**config.mk**
```make
export PLATFORM = sky130hd
export DESIGN_NAME = clic_irq_ctrl
export DESIGN_NICKNAME = d
export VERILOG_FILES = /design/src/rtl/common_pkg.sv /design/src/rtl/clic_prio_stack.sv /design/src/rtl/clic_irq_ctrl.sv
export SDC_FILE = /design/constraint.sdc
export NUM_CORES = 1
export LEC_CHECK = 0
export ABC_AREA = 1
export BUFFER_PORTS_ARGS = -buffer_cell sky130_fd_sc_hd__buf_2
export CAP_MARGIN = 10
export CORE_UTILIZATION = 30
export DETAILED_ROUTE_END_ITERATION = 8
export PLACE_DENSITY = 0.56
export SLEW_MARGIN = 40
export SYNTH_ARGS = -nofsm -noshare
export SYNTH_HDL_FRONTEND = slang
export SYNTH_HIERARCHICAL = 1
export SYNTH_SLANG_ARGS = --single-unit
```
**constraint.sdc**
```tcl
create_clock -name clk -period 2.2 [get_ports clk]
set_clock_uncertainty 0.05 [all_clocks]
set_input_delay 0.33 -clock clk [delete_from_list [all_inputs] [get_ports clk]]
set_output_delay 0.33 -clock clk [all_outputs]
set_load 0.02 [all_outputs]
```
**src/rtl/common_pkg.sv**
```systemverilog
// Shared sizes and types for the CLIC interrupt controller slice.
package common_pkg;
    localparam int N_IRQ       = 4;
    localparam int PRIO_W      = 2;
    localparam int STACK_DEPTH = 4;
    localparam int DEPTH_W     = 3;
    localparam int IDX_W       = $clog2(N_IRQ);
    localparam int SP_W        = $clog2(STACK_DEPTH);

    typedef logic [PRIO_W-1:0] Prio;
    typedef logic [IDX_W-1:0]  Index;

    typedef struct packed {
        logic pending;
        Prio  prio;
    } Entry;

    typedef Entry [N_IRQ-1:0] Entries;

    typedef enum logic {IDLE = 1'b0, REQ = 1'b1} state_e;
endpackage

```
**src/rtl/clic_prio_stack.sv**
```systemverilog
// Threshold save stack for nested interrupts; over/underflow latch a sticky err.
module clic_prio_stack
    import common_pkg::*;
(
    input  logic               clk,
    input  logic               rst_n,
    input  logic               push,
    input  logic               pop,
    input  Prio                push_data,
    output Prio                top,
    output logic [DEPTH_W-1:0] depth,
    output logic               err
);
    Prio [STACK_DEPTH-1:0] mem;
    logic [SP_W-1:0]       wr_ptr;
    logic [SP_W-1:0]       rd_ptr;
    logic                  empty;
    logic                  full;

    assign wr_ptr = depth[SP_W-1:0];
    assign rd_ptr = wr_ptr - SP_W'(1);
    assign empty  = (depth == '0);
    assign full   = (depth == DEPTH_W'(STACK_DEPTH));
    assign top    = empty ? '0 : mem[rd_ptr];

    always_ff @(posedge clk or negedge rst_n) begin
        if (!rst_n) begin
            mem   <= '0;
            depth <= '0;
            err   <= 1'b0;
        end else if (push && pop) begin
            // Popped value goes straight back; only an empty stack has work to do.
            if (empty) begin
                err         <= 1'b1;
                mem[wr_ptr] <= push_data;
                depth       <= depth + DEPTH_W'(1);
            end
        end else if (push) begin
            if (full) begin
                err <= 1'b1;
            end else begin
                mem[wr_ptr] <= push_data;
                depth       <= depth + DEPTH_W'(1);
            end
        end else if (pop) begin
            if (empty) err <= 1'b1;
            else       depth <= depth - DEPTH_W'(1);
        end
    end
endmodule

```
**src/rtl/clic_irq_ctrl.sv**
```systemverilog
// CLIC pending/priority entries, request handshake FSM and nesting threshold.
module clic_irq_ctrl
    import common_pkg::*;
(
    input  logic               clk,
    input  logic               rst_n,
    input  logic [N_IRQ-1:0]   irq_set,
    input  logic               cfg_we,
    input  Index               cfg_idx,
    input  Prio                cfg_prio,
    output Entries             entries,
    input  logic               is_interrupt,
    input  Index               index,
    output logic               irq_req,
    output Index               irq_id,
    output Prio                irq_level,
    input  logic               irq_ack,
    input  logic               irq_done,
    output Prio                threshold,
    output logic [DEPTH_W-1:0] depth,
    output logic               err
);
    state_e state;
    logic   ack_fire;
    Prio    win_prio;
    Prio    stack_top;

    assign ack_fire = (state == REQ) && irq_ack;
    assign win_prio = entries[index].prio;

    for (genvar i = 0; i < N_IRQ; i++) begin : g_src
        Entry e_q;
        // A fresh set outranks the ack-clear of the same source.
        always_ff @(posedge clk or negedge rst_n) begin
            if (!rst_n) begin
                e_q <= '0;
            end else begin
                if (irq_set[i])                              e_q.pending <= 1'b1;
                else if (ack_fire && irq_id == Index'(i))    e_q.pending <= 1'b0;
                if (cfg_we && cfg_idx == Index'(i))          e_q.prio    <= cfg_prio;
            end
        end
        assign entries[i] = e_q;
    end

    always_ff @(posedge clk or negedge rst_n) begin
        if (!rst_n) begin
            state     <= IDLE;
            irq_req   <= 1'b0;
            irq_id    <= '0;
            irq_level <= '0;
        end else begin
            case (state)
                IDLE: if (is_interrupt && win_prio > threshold) begin
                    state     <= REQ;
                    irq_req   <= 1'b1;
                    irq_id    <= index;
                    irq_level <= win_prio;
                end
                REQ: if (irq_ack) begin
                    state   <= IDLE;
                    irq_req <= 1'b0;
                end
            endcase
        end
    end

    // Ack wins over a same-cycle return: the level being entered is the new threshold.
    always_ff @(posedge clk or negedge rst_n) begin
        if (!rst_n)                         threshold <= '0;
        else if (ack_fire)                  threshold <= irq_level;
        else if (irq_done && depth != '0)   threshold <= stack_top;
    end

    clic_prio_stack u_stack (
        .clk       (clk),
        .rst_n     (rst_n),
        .push      (ack_fire),
        .pop       (irq_done),
        .push_data (threshold),
        .top       (stack_top),
        .depth     (depth),
        .err       (err)
    );
endmodule
```
Word-level counts from Yosys, hierarchy flattened
Cells that the tools add are included.

Logic and storage cells: 110. Register bits: 32. Input port bits: 16.

Bitwise logic cells: 1. Order comparisons: 5. Add/sub/neg operators: 3. Mux-type cells: 39. Reductions and logical operators: 29. Equality and inequality tests: 14.

Operator list (count): two-way mux 8 bit (4); two-way mux 3 bit (6); two-way mux 1 bit (17); logical AND 1 bit (13); two-way mux 2 bit (6); nonzero test 2 bit (6); < comparator 2 x 3 -> 1 bit, second input constant (3); bitwise mux 8 bit (1); == test 2 bit, second input constant (4); binary-select mux 3 bit (select 2 bit) (1); != test 2 bit, second input constant (3); != test 3 bit, second input constant (2); AND reduction 2 bit (3); nonzero test 3 bit (2); binary-select mux 2 bit (select 2 bit) (1); demux 2 bit (select 2 bit) (1); == test 2 x 1 -> 1 bit, second input constant (2); logical NOT 2 bit (2); one-hot mux 1 bit (2 select lines) (2); AND reduction 4 bit (1); adder 3 x 1 -> 3 bit, second input constant (1); == test 3 bit, second input constant (1); logical NOT 3 bit (1); != test 3 x 1 -> 1 bit, second input constant (1); 7 further kinds (7).

Logic depth before layout (Yosys ltp)
Gate-level depths: netlist (run 1).

Depth after elaboration: 8. Depth in mapped cells: 13.

Hierarchy
The synthesis (run 1) kept the hierarchy.

By module, submodules not included: clic_irq_ctrl (area an instance 991.0 um^2, sequential area each 500.5 um^2, instances 1, cells an instance 128); clic_prio_stack (area an instance 777.0 um^2, sequential area each 300.3 um^2, instances 1, cells an instance 109).

Least setup slack after synthesis (run 1)
No wires, ideal clock.

Path type: reg-to-reg. From: reg u_stack.depth[0]. To: reg threshold[0]. Data arrival time: 1545 ps. Buffers on the path: 0. Library setup time: 66 ps. Period minus slack after synthesis: 1661 ps. Cell stages (with the launch flop): 11. Data required time: 2084 ps. Setup slack: 539 ps. Path through: dfrtp_1 -> inv_2 -> ha_1 -> inv_1 -> nor2_1 -> o21ai_1 -> a21oi_1 -> nand2_1 -> nand2_1 -> nand2_1 -> nand2_1.

Longest elaborated chain between the ends: 6. Elaborated cells between the ends (all ways): 10.

Ends and longest elaborated chain: start, declared (RTL line clic_prio_stack.sv:11) `output logic [DEPTH_W-1:0] depth,`; start signal, assigned (RTL line clic_prio_stack.sv:36) `depth <= depth + DEPTH_W'(1);`; start signal, assigned (RTL line clic_prio_stack.sv:43) `depth <= depth + DEPTH_W'(1);`; start signal, assigned (RTL line clic_prio_stack.sv:47) `else depth <= depth - DEPTH_W'(1);`; subtractor 2 x 1 -> 2 bit (RTL line clic_prio_stack.sv:21) `assign rd_ptr = wr_ptr - SP_W'(1);`; net u_stack.rd_ptr[0] (RTL line clic_prio_stack.sv:16) `logic [SP_W-1:0] rd_ptr;`; binary-select mux 2 bit (select 2 bit) (RTL line clic_prio_stack.sv:24) `assign top = empty ? '0 : mem[rd_ptr];`; two-way mux 2 bit (not written as such) (RTL line clic_prio_stack.sv:24); two-way mux 2 bit (RTL line clic_prio_stack.sv:24); net stack_top[0] (RTL line clic_irq_ctrl.sv:26) `Prio stack_top;`; two-way mux 2 bit (RTL line clic_irq_ctrl.sv:72) `else if (irq_done && depth != '0) threshold <= stack_top;`; two-way mux 2 bit (RTL line clic_irq_ctrl.sv:71) `else if (ack_fire) threshold <= irq_level;`; end signal, assigned (RTL line clic_irq_ctrl.sv:71); end signal, assigned (RTL line clic_irq_ctrl.sv:72); end, declared (RTL line clic_irq_ctrl.sv:19) `output Prio threshold,`.

The timed path passes the listed nets, and every way through them passes these cells. The select of a mux whose other input is x is not followed. A chain may end at the register's enable or synchronous reset.

Worst setup path in the final report (run 1)
From: reg u_stack.depth[1]. To: reg threshold[0].

Longest elaborated chain between the ends: 6. Elaborated cells between the ends (all ways): 10.

Ends and longest elaborated chain (RTL line): subtractor 2 x 1 -> 2 bit (clic_prio_stack.sv:21); binary-select mux 2 bit (select 2 bit) (clic_prio_stack.sv:24); two-way mux 2 bit (not written as such) (clic_prio_stack.sv:24); two-way mux 2 bit (*) (clic_prio_stack.sv:24); net stack_top[0] (clic_irq_ctrl.sv:26); two-way mux 2 bit (*) (clic_irq_ctrl.sv:72); two-way mux 2 bit (*) (clic_irq_ctrl.sv:71).

The timed path passes the listed nets; every way through them passes the cells marked *. The select of a mux whose other input is x is not followed.

==> reports/summary.txt, run 1 <==
POWER
-------------------------------------------------------------------------------------------
Worst ir drop on vdd .........................................................     0.348 mV
P per Cell Area ..............................................................  1220 nW/um2
Leakage ......................................................................      1.22 nW

LOGIC SYNTHESIS
-------------------------------------------------------------------------------------------
Biggest area contributors in the synthesized netlist ......................... dfrtp_1 (45%), nand2_1 (21%), inv_1 (6.8%)
Synthesized area per cell ....................................................     7.46 um2
Post-synth top area share ....................................................        45.3%
Flop and latch count out of synthesis ........................................           32
Synthesized instance count ...................................................          237
Total number of yosys warnings ...............................................            6
Most used DFF post-synth .....................................................      dfrtp_1
Netlist area before placement ................................................     1770 um2
Net count of the mapped netlist ..............................................          260
Portion of the post-synthesis area used by sequential elements ...............        45.3%
Unique cell type count in the Yosys netlist ..................................           19
Cell type with the highest aggregate area in the netlist .....................      dfrtp_1
Ys async rst share ...........................................................         100%
Number of enable-type register cells in the synthesized netlist ..............            0

GLOBAL ROUTE
-------------------------------------------------------------------------------------------
Via count of the first global-routing pass ...................................        1,472
Total track usage ............................................................        14.0%
Total congestion overflow ....................................................            0
Initial antenna violation count ..............................................            0
Maximum number of pins on one net before global-route repair .................           33
Global-route wire length before repair .......................................      6.67 mm

MIN PATH
-------------------------------------------------------------------------------------------
Type of the tightest min-delay check .........................................    in -> reg

RUN
-------------------------------------------------------------------------------------------
# Max-Cap Violations .........................................................            0

CLOCK TREE
-------------------------------------------------------------------------------------------
Clock-pin slew on the worst setup and hold paths .............................        70 ps
Quantity of hold-fixing buffers added after cts ..............................            0
Resized Gates After CTS ......................................................            0
CTS HTree Levels .............................................................            2
Cell chosen for the clock root ...............................................     clkbuf_8
Clock buffers created by TritonCTS ...........................................            5
Setup Buffers After CTS ......................................................            0
TritonCTS clock tree .........................................................          yes
Number of sinks handled by clock tree synthesis ..............................           32
Longest Clk Path Bufs ........................................................            2
Insertion delay of the later-clocked pin in the worst-skew pair ..............       280 ps

CRITICAL PATH
-------------------------------------------------------------------------------------------
Setup crit end kind ..........................................................    flip-flop
Critical Path Fanout Max .....................................................            6
Most used cell, CP ...........................................................      nand2_1
Stage delay of the slowest cell on the critical path .........................       440 ps
Slowest stage cell, crit path ................................................      dfrtp_1
Cell Chain, Critical Path .................................................... inv_1, ha_1, inv_1, nor2_1, o21ai_1, a21oi_1, nand2_1, nand2_1, nand2_1, nand2_1
Family of cells with the greatest summed delay on the critical path ..........   flip-flops
Register-to-register setup slack .............................................       580 ps
Buffers and inverters on the worst path ......................................            2
Launching element type of the critical path ..................................    flip-flop
Signal arrival time at the worst endpoint ....................................      1790 ps
Path type of the worst setup path ............................................   reg -> reg
Required arrival time at the worst endpoint ..................................      2370 ps

ROUTING
-------------------------------------------------------------------------------------------
Number of vias after detailed routing ........................................        1,539
WL/cell ......................................................................      10.5 um
Number of design-rule violations left by the first detailed-router iteration .           65
Remaining antenna violation count after routing ..............................            0
Final Routed Wirelength ......................................................      3.77 mm
Number of design rule violations left after detail routing ...................            0
Total iterations of the first detailed-routing run ...........................            4
Via-to-Cell Ratio ............................................................         4.31

PLACED DESIGN
-------------------------------------------------------------------------------------------
Routability congestion estimate ..............................................        0.786
Count of port buffers added during placement .................................           38
Hpwl dp ......................................................................      2.86 mm
Minimum setup slack after placement ..........................................       543 ps

CELLS AND AREA
-------------------------------------------------------------------------------------------
Number of antenna diodes .....................................................            0
Total Nets Final .............................................................          307
Growth of design area from synthesis to finish ...............................        24.1%
Multi-input combinational cell area ..........................................      812 um2
Register area ................................................................      801 um2
Layout cell share with drive strength beyond 1 ...............................        23.5%
Utilization after layout .....................................................        39.1%
Fill cells ...................................................................          588

STA
-------------------------------------------------------------------------------------------
Setup TNS ....................................................................         0 ps
Unrepaired setup endpoints after global routing ..............................           no
Final setup slack of the worst path ..........................................       576 ps
Slew Viols, Final ............................................................            0
Min Tclk post-route ..........................................................      1620 ps
Final period util ............................................................        73.8%
Final setup viols ............................................................            0
Slew @ Worst Pin .............................................................       415 ps
Remaining max-slew budget at the tightest pin ................................        72.4%
Fmax .........................................................................    0.616 GHz
Number of hold-slack violations in the final timing report ...................            0
Worst hold slack after final layout ..........................................       172 ps

DIE
-------------------------------------------------------------------------------------------
Row count ....................................................................           27
Initial Utilization ..........................................................        31.5%
Floorplan Core Area ..........................................................     5610 um2
Overall die area .............................................................     6200 um2
Chip Width ...................................................................      78.8 um
Y dimension of the die .......................................................      78.8 um
Io pins ......................................................................           39

OUTCOME
-------------------------------------------------------------------------------------------
Outcome ...................................................................... finished clean

-- where the power goes --
| group | internal [W] | switching (W) | total (W) |
|---|---|---|---|
| Clock | 0.000400 | 0.000223 | 0.000623 |
| Combinational | 0.000407 | 0.000747 | 0.00115 |
| Sequential | 0.000755 | 0.000154 | 0.000909 |
-- cell usage in the layout, fill, tap and decap left out, drive strengths merged, types with 2 or more instances in the layout --
master  count
dfrtp      32
inv        38
nand3      22
a21o        4
nor2       12
nand2     106
o21ai      12
clkbuf      7
ha          7
buf        40
a21oi       2
-- synth_stat cells (2+ instances only) --
cell type	count
inv_2	5
nand2_1	101
nand2_2	4
nand3_4	2
nor2_2	5
inv_1	32
dfrtp_1	32
o21ai_0	9
o21ai_1	3
a21oi_1	2
nor2_1	6
nand3_1	20
ha_1	7
a21o_1	4
-- final timing paths --
check,cells past startpoint,to,startpoint
setup / recovery,10,threshold[0],u_stack/depth[1]
min in group asynchronous,2,u_stack/err,rst_n
hold reg to reg,2,u_stack/err,u_stack/err
hold / removal,2,entries[2],irq_set[0]
max in group asynchronous,2,entries[6],rst_n
setup reg to reg,10,threshold[0],u_stack/depth[1]
-- flip-flops by register name, indices dropped and copies added (netlist names), 2 cells and up --
| signal | flops |
|---|---|
| entries | 12 |
| irq_id | 2 |
| irq_level | 2 |
| threshold | 2 |
| u_stack/depth | 3 |
| u_stack/mem | 8 |
-- final cells by class --
| type | instances | area share, % |
|---|---|---|
| well taps | 72 | 4.10 |
| clock buffers | 7 | 4.39 |
| clock inverters | 1 | 1.37 |
| flip-flops and latches | 32 | 36.5 |
| multi-input cells | 166 | 37.0 |
| repair buffers | 41 | 9.92 |
| inverters | 38 | 6.73 |
-- kinds of logic after synthesis --
group                    synth area share, %
buffers and inverters                   8.78
flip-flops                              45.3
AO/OA/AOI/OAI                           5.66
adder cells (fa/ha/maj)                 4.95
AND/OR/NAND/NOR                         34.8
XOR/XNOR                               0.495
-- routing by layer --
layer	GRT usage, %	share of wire (%)	up-vias
li1	-	-	818
met1	18.9	50	688
met2	21.8	46	28
met3	2.99	3.4	5
met4	5.00	1.0	0
met5	0	0	-
-- per-stage QoR --
step,area (um2),power (W),instances
floorplan,1770,0.00175,237
global placement,2060,0.00207,348
detailed placement,2060,0.00208,348
CTS,2180,0.00271,356
global route,2190,0.00293,357
finish,2190,0.00269,357
Note: power is estimated with default switching activity, not from simulation.
==> run 2: changes to the inputs <==
--- a/config.mk
+++ b/config.mk
@@ -10,7 +10,7 @@
 export CAP_MARGIN = 10
 export CORE_UTILIZATION = 30
 export DETAILED_ROUTE_END_ITERATION = 8
-export PLACE_DENSITY = 0.56
+export PLACE_DENSITY = 0.58
 export SLEW_MARGIN = 40
 export SYNTH_ARGS = -nofsm -noshare
 export SYNTH_HDL_FRONTEND = slang
==> constraint.sdc (replaced) <==
create_clock -name clk -period 1.3 [get_ports clk]
set_clock_uncertainty 0.05 [all_clocks]
set_input_delay 0.195 -clock clk [delete_from_list [all_inputs] [get_ports clk]]
set_output_delay 0.195 -clock clk [all_outputs]
set_load 0.02 [all_outputs]
==> run 2 against run 1 <==
Against the previous run: the flow now finishes with violations (negative setup slack); sequential share of layout area shrank 4.6 points; register-to-register slack lost 760 ps; total power grew 94%; hold slack lost 140 ps; setup slack lost 760 ps; sequential power grew 71%; cell area grew 16%; combinational power grew 140%; global-route usage grew 0.73 points; utilization grew 6.4 points; non-clock buffer count grew 22; critical path type unchanged; largest power group unchanged.
==> reports/summary.txt, run 2 (synthesized netlist as in run 1, its figures left out) <==
POWER
-------------------------------------------------------------------------------------------
Sw Share .....................................................................        43.1%
P per Cell Area ..............................................................  2040 nW/um2
Switching power total ........................................................    0.00225 W
Power Internal ...............................................................    0.00297 W
Proportion of power drawn by flip-flops and latches ..........................        29.7%
Share of total power in the clock network ....................................        18.3%
Comb power frac ..............................................................        52.0%
Worst ir drop on vdd .........................................................     0.992 mV
Leakage ......................................................................      1.33 nW

DIE
-------------------------------------------------------------------------------------------
Overall die area .............................................................     6200 um2
Io pins ......................................................................           39
Initial Utilization ..........................................................        31.5%
Row count ....................................................................           27
Y dimension of the die .......................................................      78.8 um
Chip Width ...................................................................      78.8 um
Floorplan Core Area ..........................................................     5610 um2

CELLS AND AREA
-------------------------------------------------------------------------------------------
Fill cells ...................................................................          569
Layout cell share with drive strength beyond 1 ...............................        44.3%
Total Nets Final .............................................................          329
Final standard cell count with taps included and fillers excluded ............          379
Leading cell type in the layout, fill and taps excluded ......................      nand2_1
Number of antenna diodes .....................................................            0
Growth of design area from synthesis to finish ...............................        44.4%
Commonest cells after routing, fill and taps aside ........................... nand2_1 (85), buf_2 (36), buf_4 (22), dfrtp_1 (21), inv_1 (20)
Flip-flop count of the largest register after layout .........................           12

ROUTING
-------------------------------------------------------------------------------------------
Via-to-Cell Ratio ............................................................         4.44
Number of design rule violations left after detail routing ...................            0
WL/cell ......................................................................      11.3 um
Final Routed Wirelength ......................................................      4.29 mm
Remaining antenna violation count after routing ..............................            0
Total iterations of the first detailed-routing run ...........................            4
Number of design-rule violations left by the first detailed-router iteration .           64
Number of vias after detailed routing ........................................        1,681

CRITICAL PATH
-------------------------------------------------------------------------------------------
Register-to-register setup slack .............................................      -180 ps
Cell Chain, Critical Path .................................................... inv_2, nand2_2, nand3_2, nand2_2, ha_4, nand2_4, nand2_4, nand3_4, nand2_1, nand2_1
Family of cells with the greatest summed delay on the critical path .......... simple AND/OR/NAND/NOR gates
Signal arrival time at the worst endpoint ....................................      1610 ps
Required arrival time at the worst endpoint ..................................      1430 ps
Stage delay of the slowest cell on the critical path .........................       410 ps
Critical Path Fanout Max .....................................................            6
Count of cell instances traversed by the critical path .......................           10
Buffers and inverters on the worst path ......................................            1
Setup crit end kind ..........................................................    flip-flop
Cells on worst reg2reg path ..................................................           10
Slowest stage cell, crit path ................................................      dfrtp_2
Path type of the worst setup path ............................................   reg -> reg
Launching element type of the critical path ..................................    flip-flop

PLACED DESIGN
-------------------------------------------------------------------------------------------
Hpwl dp ......................................................................      3.24 mm
Routability congestion estimate ..............................................        0.744
Count of port buffers added during placement .................................           38
Placed Cells incl. Taps ......................................................          367

STA
-------------------------------------------------------------------------------------------
Final period util ............................................................         114%
Final setup viols ............................................................           14
Unrepaired setup endpoints after global routing ..............................          yes
Worst hold slack after final layout ..........................................      33.8 ps
Min Tclk post-route ..........................................................      1480 ps
Slew @ Worst Pin .............................................................       342 ps
Number of hold-slack violations in the final timing report ...................            0
Fmax .........................................................................    0.675 GHz
Final setup slack of the worst path ..........................................      -183 ps
Slew Viols, Final ............................................................            0
Remaining max-slew budget at the tightest pin ................................        77.2%

CLOCK TREE
-------------------------------------------------------------------------------------------
Cell chosen for the clock root ...............................................     clkbuf_8
CTS HTree Levels .............................................................            2
Longest Clk Path Bufs ........................................................            2
TritonCTS clock tree .........................................................          yes
Clock buffers created by TritonCTS ...........................................            5
Insertion delay of the later-clocked pin in the worst-skew pair ..............       280 ps
Number of sinks handled by clock tree synthesis ..............................           32
Clock-pin slew on the worst setup and hold paths .............................        70 ps

GLOBAL ROUTE
-------------------------------------------------------------------------------------------
Via count of the first global-routing pass ...................................        1,632
Global-route wire length before repair .......................................      7.14 mm
Maximum number of pins on one net before global-route repair .................           15
Total congestion overflow ....................................................            0
Total track usage ............................................................        14.7%
Initial antenna violation count ..............................................            0

MIN PATH
-------------------------------------------------------------------------------------------
Type of the tightest min-delay check .........................................    in -> reg
Count of cells along the worst hold path .....................................            2

RUN
-------------------------------------------------------------------------------------------
# Max-Cap Violations .........................................................            0

OUTCOME
-------------------------------------------------------------------------------------------
Violations in the final reports .............................................. negative setup slack
Outcome ...................................................................... complete, but fails checks

## run 2: changes by cell type in the layout (fill, tap and decap cells not counted), sizes merged
cell / delta
buf: +22
clkbuf: -1
clkinv: +1
## run 2: through the flow
stage / area, um2 / TNS [ps] / utilization, % / power, W / worst slack [ps]
after floorplan: 1800 / -1440 / - / 0.00306 / -151
after detailed placement: 2230 / -1490 / 39.8 / 0.00386 / -233
after global placement: 2230 / -1200 / 39.8 / 0.00381 / -195
final: 2550 / -1030 / 45.5 / 0.00522 / -183
after CTS: 2490 / -1070 / 44.3 / 0.00512 / -192
after global routing: 2550 / -2270 / 45.5 / 0.00560 / -266
## run 2: power by group through the flow
stage                     clock [W]  sequential (W)  combinational (W)
after global routing        0.00103         0.00158            0.00298
after detailed placement          0         0.00155            0.00231
final                      0.000954         0.00155            0.00271
after CTS                  0.000990         0.00154            0.00259
after global placement            0         0.00154            0.00227
after floorplan                   0         0.00179            0.00127
## run 2: final cells by class
type / instances / area (um2) / share of cell area, %
clock buffers: 6 / 72.6 / 2.84
clock inverters: 2 / 35.0 / 1.37
inverters: 38 / 150 / 5.88
multi-input cells: 166 / 991 / 38.8
flip-flops and latches: 32 / 815 / 31.9
well taps: 72 / 90.1 / 3.53
repair buffers: 63 / 400 / 15.7
## run 2: path summary, 6_finish.rpt
kind                        startpoint               end
hold / removal              irq_set[3]       entries[11]
max in group asynchronous        rst_n        entries[9]
setup / recovery            entries[4]         irq_id[1]
min in group asynchronous        rst_n  u_stack/depth[0]
hold reg to reg            u_stack/err       u_stack/err
setup reg to reg            entries[4]         irq_id[1]
## run 2: worst register-to-register path, delay by kind of cell (launching register included)
family | cells | cell delay, ps
fa+ha+maj | 1 | 300
simple gates | 8 | 560
buf+inv | 1 | 50
flops | 1 | 410
## run 2: routing by layer
| layer | wire length (um) | vias to the layer above | GRT usage, % | part of all wire [%] |
|---|---|---|---|---|
| met2 | 2100 | 41 | 25.3 | 49 |
| met5 | 0 | - | 0 | 0 |
| met1 | 1960 | 771 | 17.8 | 46 |
| li1 | - | 862 | - | - |
| met4 | 46 | 0 | 5.00 | 1.1 |
| met3 | 177 | 7 | 3.68 | 4.1 |
## run 2: repair_timing
item                                    4_1_cts  5_1_grt
pin swaps                                    18       19
setup buffers                                 2        1
gates resized for setup                      28       22
hold buffers                                  1        0
endpoints found under the setup margin       15       19
endpoints found under the hold margin        12        0
==> run 3: changes to the inputs <==
--- a/config.mk
+++ b/config.mk
@@ -8,9 +8,12 @@
 export ABC_AREA = 1
 export BUFFER_PORTS_ARGS = -buffer_cell sky130_fd_sc_hd__buf_2
 export CAP_MARGIN = 10
-export CORE_UTILIZATION = 30
+export CELL_PAD_IN_SITES_DETAIL_PLACEMENT = 1
+export CELL_PAD_IN_SITES_GLOBAL_PLACEMENT = 2
+export CORE_UTILIZATION = 27
 export DETAILED_ROUTE_END_ITERATION = 8
-export PLACE_DENSITY = 0.58
+export MAX_ROUTING_LAYER = met4
+export PLACE_DENSITY = 0.82
 export SLEW_MARGIN = 40
 export SYNTH_ARGS = -nofsm -noshare
 export SYNTH_HDL_FRONTEND = slang
==> constraint.sdc (replaced) <==
create_clock -name clk -period 1.3 [get_ports clk]
set_clock_uncertainty 0.05 [all_clocks]
set_input_delay 0.195 -clock clk [delete_from_list [all_inputs] [get_ports clk]]
set_output_delay 0.195 -clock clk [all_outputs]
set_load 0.1 [all_outputs]
==> run 3 against run 2 <==
Against the previous run: the run still ends with negative setup slack left; clock-buffer cell count unchanged; clock power fell by 0.5%; via count increased by 2.7%; first-iteration DRC count shrank 4.7%; setup slack worse by 130 ps; flip-flop and latch count unchanged; wire length rose by 19%; final cell count rose by 3.4%; sequential power rose by 8%.
==> reports/summary.txt, run 3 (synthesized netlist as in run 1, its figures left out) <==
GLOBAL ROUTE
-------------------------------------------------------------------------------------------
Total track usage ............................................................        16.2%
Maximum number of pins on one net before global-route repair .................           16
Global-route wire length before repair .......................................      8.67 mm
Initial antenna violation count ..............................................            0
Total congestion overflow ....................................................            0
Via count of the first global-routing pass ...................................        1,853

STA
-------------------------------------------------------------------------------------------
Final period util ............................................................         124%
Slew Viols, Final ............................................................            0
Final setup viols ............................................................           24
Number of hold-slack violations in the final timing report ...................            0
Worst hold slack after final layout ..........................................      32.9 ps
Final setup slack of the worst path ..........................................      -310 ps
Unrepaired setup endpoints after global routing ..............................          yes
Fmax .........................................................................    0.621 GHz
Min Tclk post-route ..........................................................      1610 ps
Slew @ Worst Pin .............................................................       330 ps
Remaining max-slew budget at the tightest pin ................................        78.0%

CELLS AND AREA
-------------------------------------------------------------------------------------------
Fill cells ...................................................................          749
Layout cell share with drive strength beyond 1 ...............................        50.2%
Leading cell type in the layout, fill and taps excluded ......................      nand2_1
Total Nets Final .............................................................          337
Growth of design area from synthesis to finish ...............................        74.3%
Layout Cell Area excl Fill ...................................................     3080 um2
Commonest cells after routing, fill and taps aside ........................... nand2_1 (79), buf_12 (24), nand2_2 (19), inv_1 (19), buf_4 (18)
Final standard cell count with taps included and fillers excluded ............          392
Number of antenna diodes .....................................................            0
Flip-flop count of the largest register after layout .........................           12

ROUTING
-------------------------------------------------------------------------------------------
Remaining antenna violation count after routing ..............................            0
Number of design rule violations left after detail routing ...................            0
Final Routed Wirelength ......................................................      5.08 mm
Via-to-Cell Ratio ............................................................         4.40
Total iterations of the first detailed-routing run ...........................            2
Number of vias after detailed routing ........................................        1,726
WL/cell ......................................................................      13.0 um
Number of design-rule violations left by the first detailed-router iteration .           61

CRITICAL PATH
-------------------------------------------------------------------------------------------
Critical Path Fanout Max .....................................................            4
Required arrival time at the worst endpoint ..................................      1480 ps
Setup crit end kind ..........................................................    flip-flop
Path type of the worst setup path ............................................   reg -> reg
Signal arrival time at the worst endpoint ....................................      1790 ps
Launching element type of the critical path ..................................    flip-flop

PLACED DESIGN
-------------------------------------------------------------------------------------------
Hpwl dp ......................................................................      3.72 mm
Count of port buffers added during placement .................................           38
Minimum setup slack after placement ..........................................      -289 ps
Routability congestion estimate ..............................................        0.725
Placed Cells incl. Taps ......................................................          377
Total cell area at the placement stage .......................................     2680 um2

OUTCOME
-------------------------------------------------------------------------------------------
Violations in the final reports .............................................. negative setup slack
Outcome ...................................................................... complete, but fails checks

CLOCK TREE
-------------------------------------------------------------------------------------------
Number of sinks handled by clock tree synthesis ..............................           32
Insertion delay of the later-clocked pin in the worst-skew pair ..............       280 ps
Cell chosen for the clock root ...............................................     clkbuf_8
Clock buffers created by TritonCTS ...........................................            5
Longest Clk Path Bufs ........................................................            2
CTS HTree Levels .............................................................            2
Clock-pin slew on the worst setup and hold paths .............................        70 ps
TritonCTS clock tree .........................................................          yes

MIN PATH
-------------------------------------------------------------------------------------------
Type of the tightest min-delay check .........................................    in -> reg

POWER
-------------------------------------------------------------------------------------------
P per Cell Area ..............................................................  2430 nW/um2
Design Power .................................................................    0.00749 W
Leakage ......................................................................      1.51 nW
Worst ir drop on vdd .........................................................      1.81 mV

DIE
-------------------------------------------------------------------------------------------
Overall die area .............................................................     6880 um2
Io pins ......................................................................           39
Chip Width ...................................................................      82.9 um
Y dimension of the die .......................................................      82.9 um
Floorplan Core Area ..........................................................     6350 um2
Row count ....................................................................           29
Initial Utilization ..........................................................        27.8%

RUN
-------------------------------------------------------------------------------------------
# Max-Cap Violations .........................................................            0

run 3: changes by cell type in the layout (fill, tap and decap cells not counted), moves of 5 or more:
cell and delta:
dfrtp_4 +10, buf_12 +24, buf_2 -21, buf_6 +8
nand2_2 +5, dfrtp_2 -6, nand2_1 -6
run 3: cell type report:
| cell class | instances | area [um2] | share of cell area, % |
|---|---|---|---|
| inverters | 38 | 163 | 5.28 |
| clock inverters | 2 | 35.0 | 1.14 |
| multi-input cells | 166 | 1020 | 33.1 |
| well taps | 77 | 96.3 | 3.13 |
| flip-flops and latches | 32 | 845 | 27.4 |
| repair buffers | 71 | 851 | 27.6 |
| clock buffers | 6 | 72.6 | 2.35 |
run 3: final timing paths:
path	start	endpoint	slack, ps	cells after the start
hold / removal	irq_set[1]	entries[5]	30	2
setup / recovery	entries[1]	irq_level[0]	-310	11
setup reg to reg	entries[1]	irq_level[0]	-310	11
min in group asynchronous	rst_n	entries[3]	290	2
hold reg to reg	u_stack/mem[7]	u_stack/mem[7]	430	2
max in group asynchronous	rst_n	entries[10]	480	3
run 3: metrics by stage:
stage          util [%]  setup TNS [ps]
5_1_grt            48.5           -4590
3_5_place_dp       42.3           -2840
6_report           48.5           -2760
2_1_floorplan         -           -4800
4_1_cts            47.0           -2760
3_3_place_gp       42.3           -2390
run 3: repair_timing:
action | 4_1_cts | 5_1_grt
endpoints found under the hold margin | 10 | 0
setup buffers | 3 | 5
setup endpoints to repair | 27 | 29
cloned | 0 | 0
gates resized for setup | 40 | 26
hold buffers | 1 | 0
pin swaps | 27 | 19
run 3: routing by layer:
layer	share of wire (%)	vias to the layer above	GRT usage (%)
met3	2.8	6	3.28
met1	42	819	18.5
met4	0.79	0	4.23
li1	-	871	-
met2	55	30	28.7
met5	0	-	-
run 3: critical path, stage by stage (launching register included):
cell and delay, ps:
dfrtp_4 480, inv_2 50, nand2_1 60, nand3_2 80, nand2_2 70, ha_4 310
nand2_4 50, nand2_4 80, inv_4 40, nor2_4 140, nand2_1 80, nand2_1 60
run 3: where the power goes:
group | switching [W] | total, W | internal, W
Combinational | 0.00297 | 0.00487 | 0.00191
Sequential | 0.000330 | 0.00167 | 0.00134
Clock | 0.000381 | 0.000949 | 0.000569
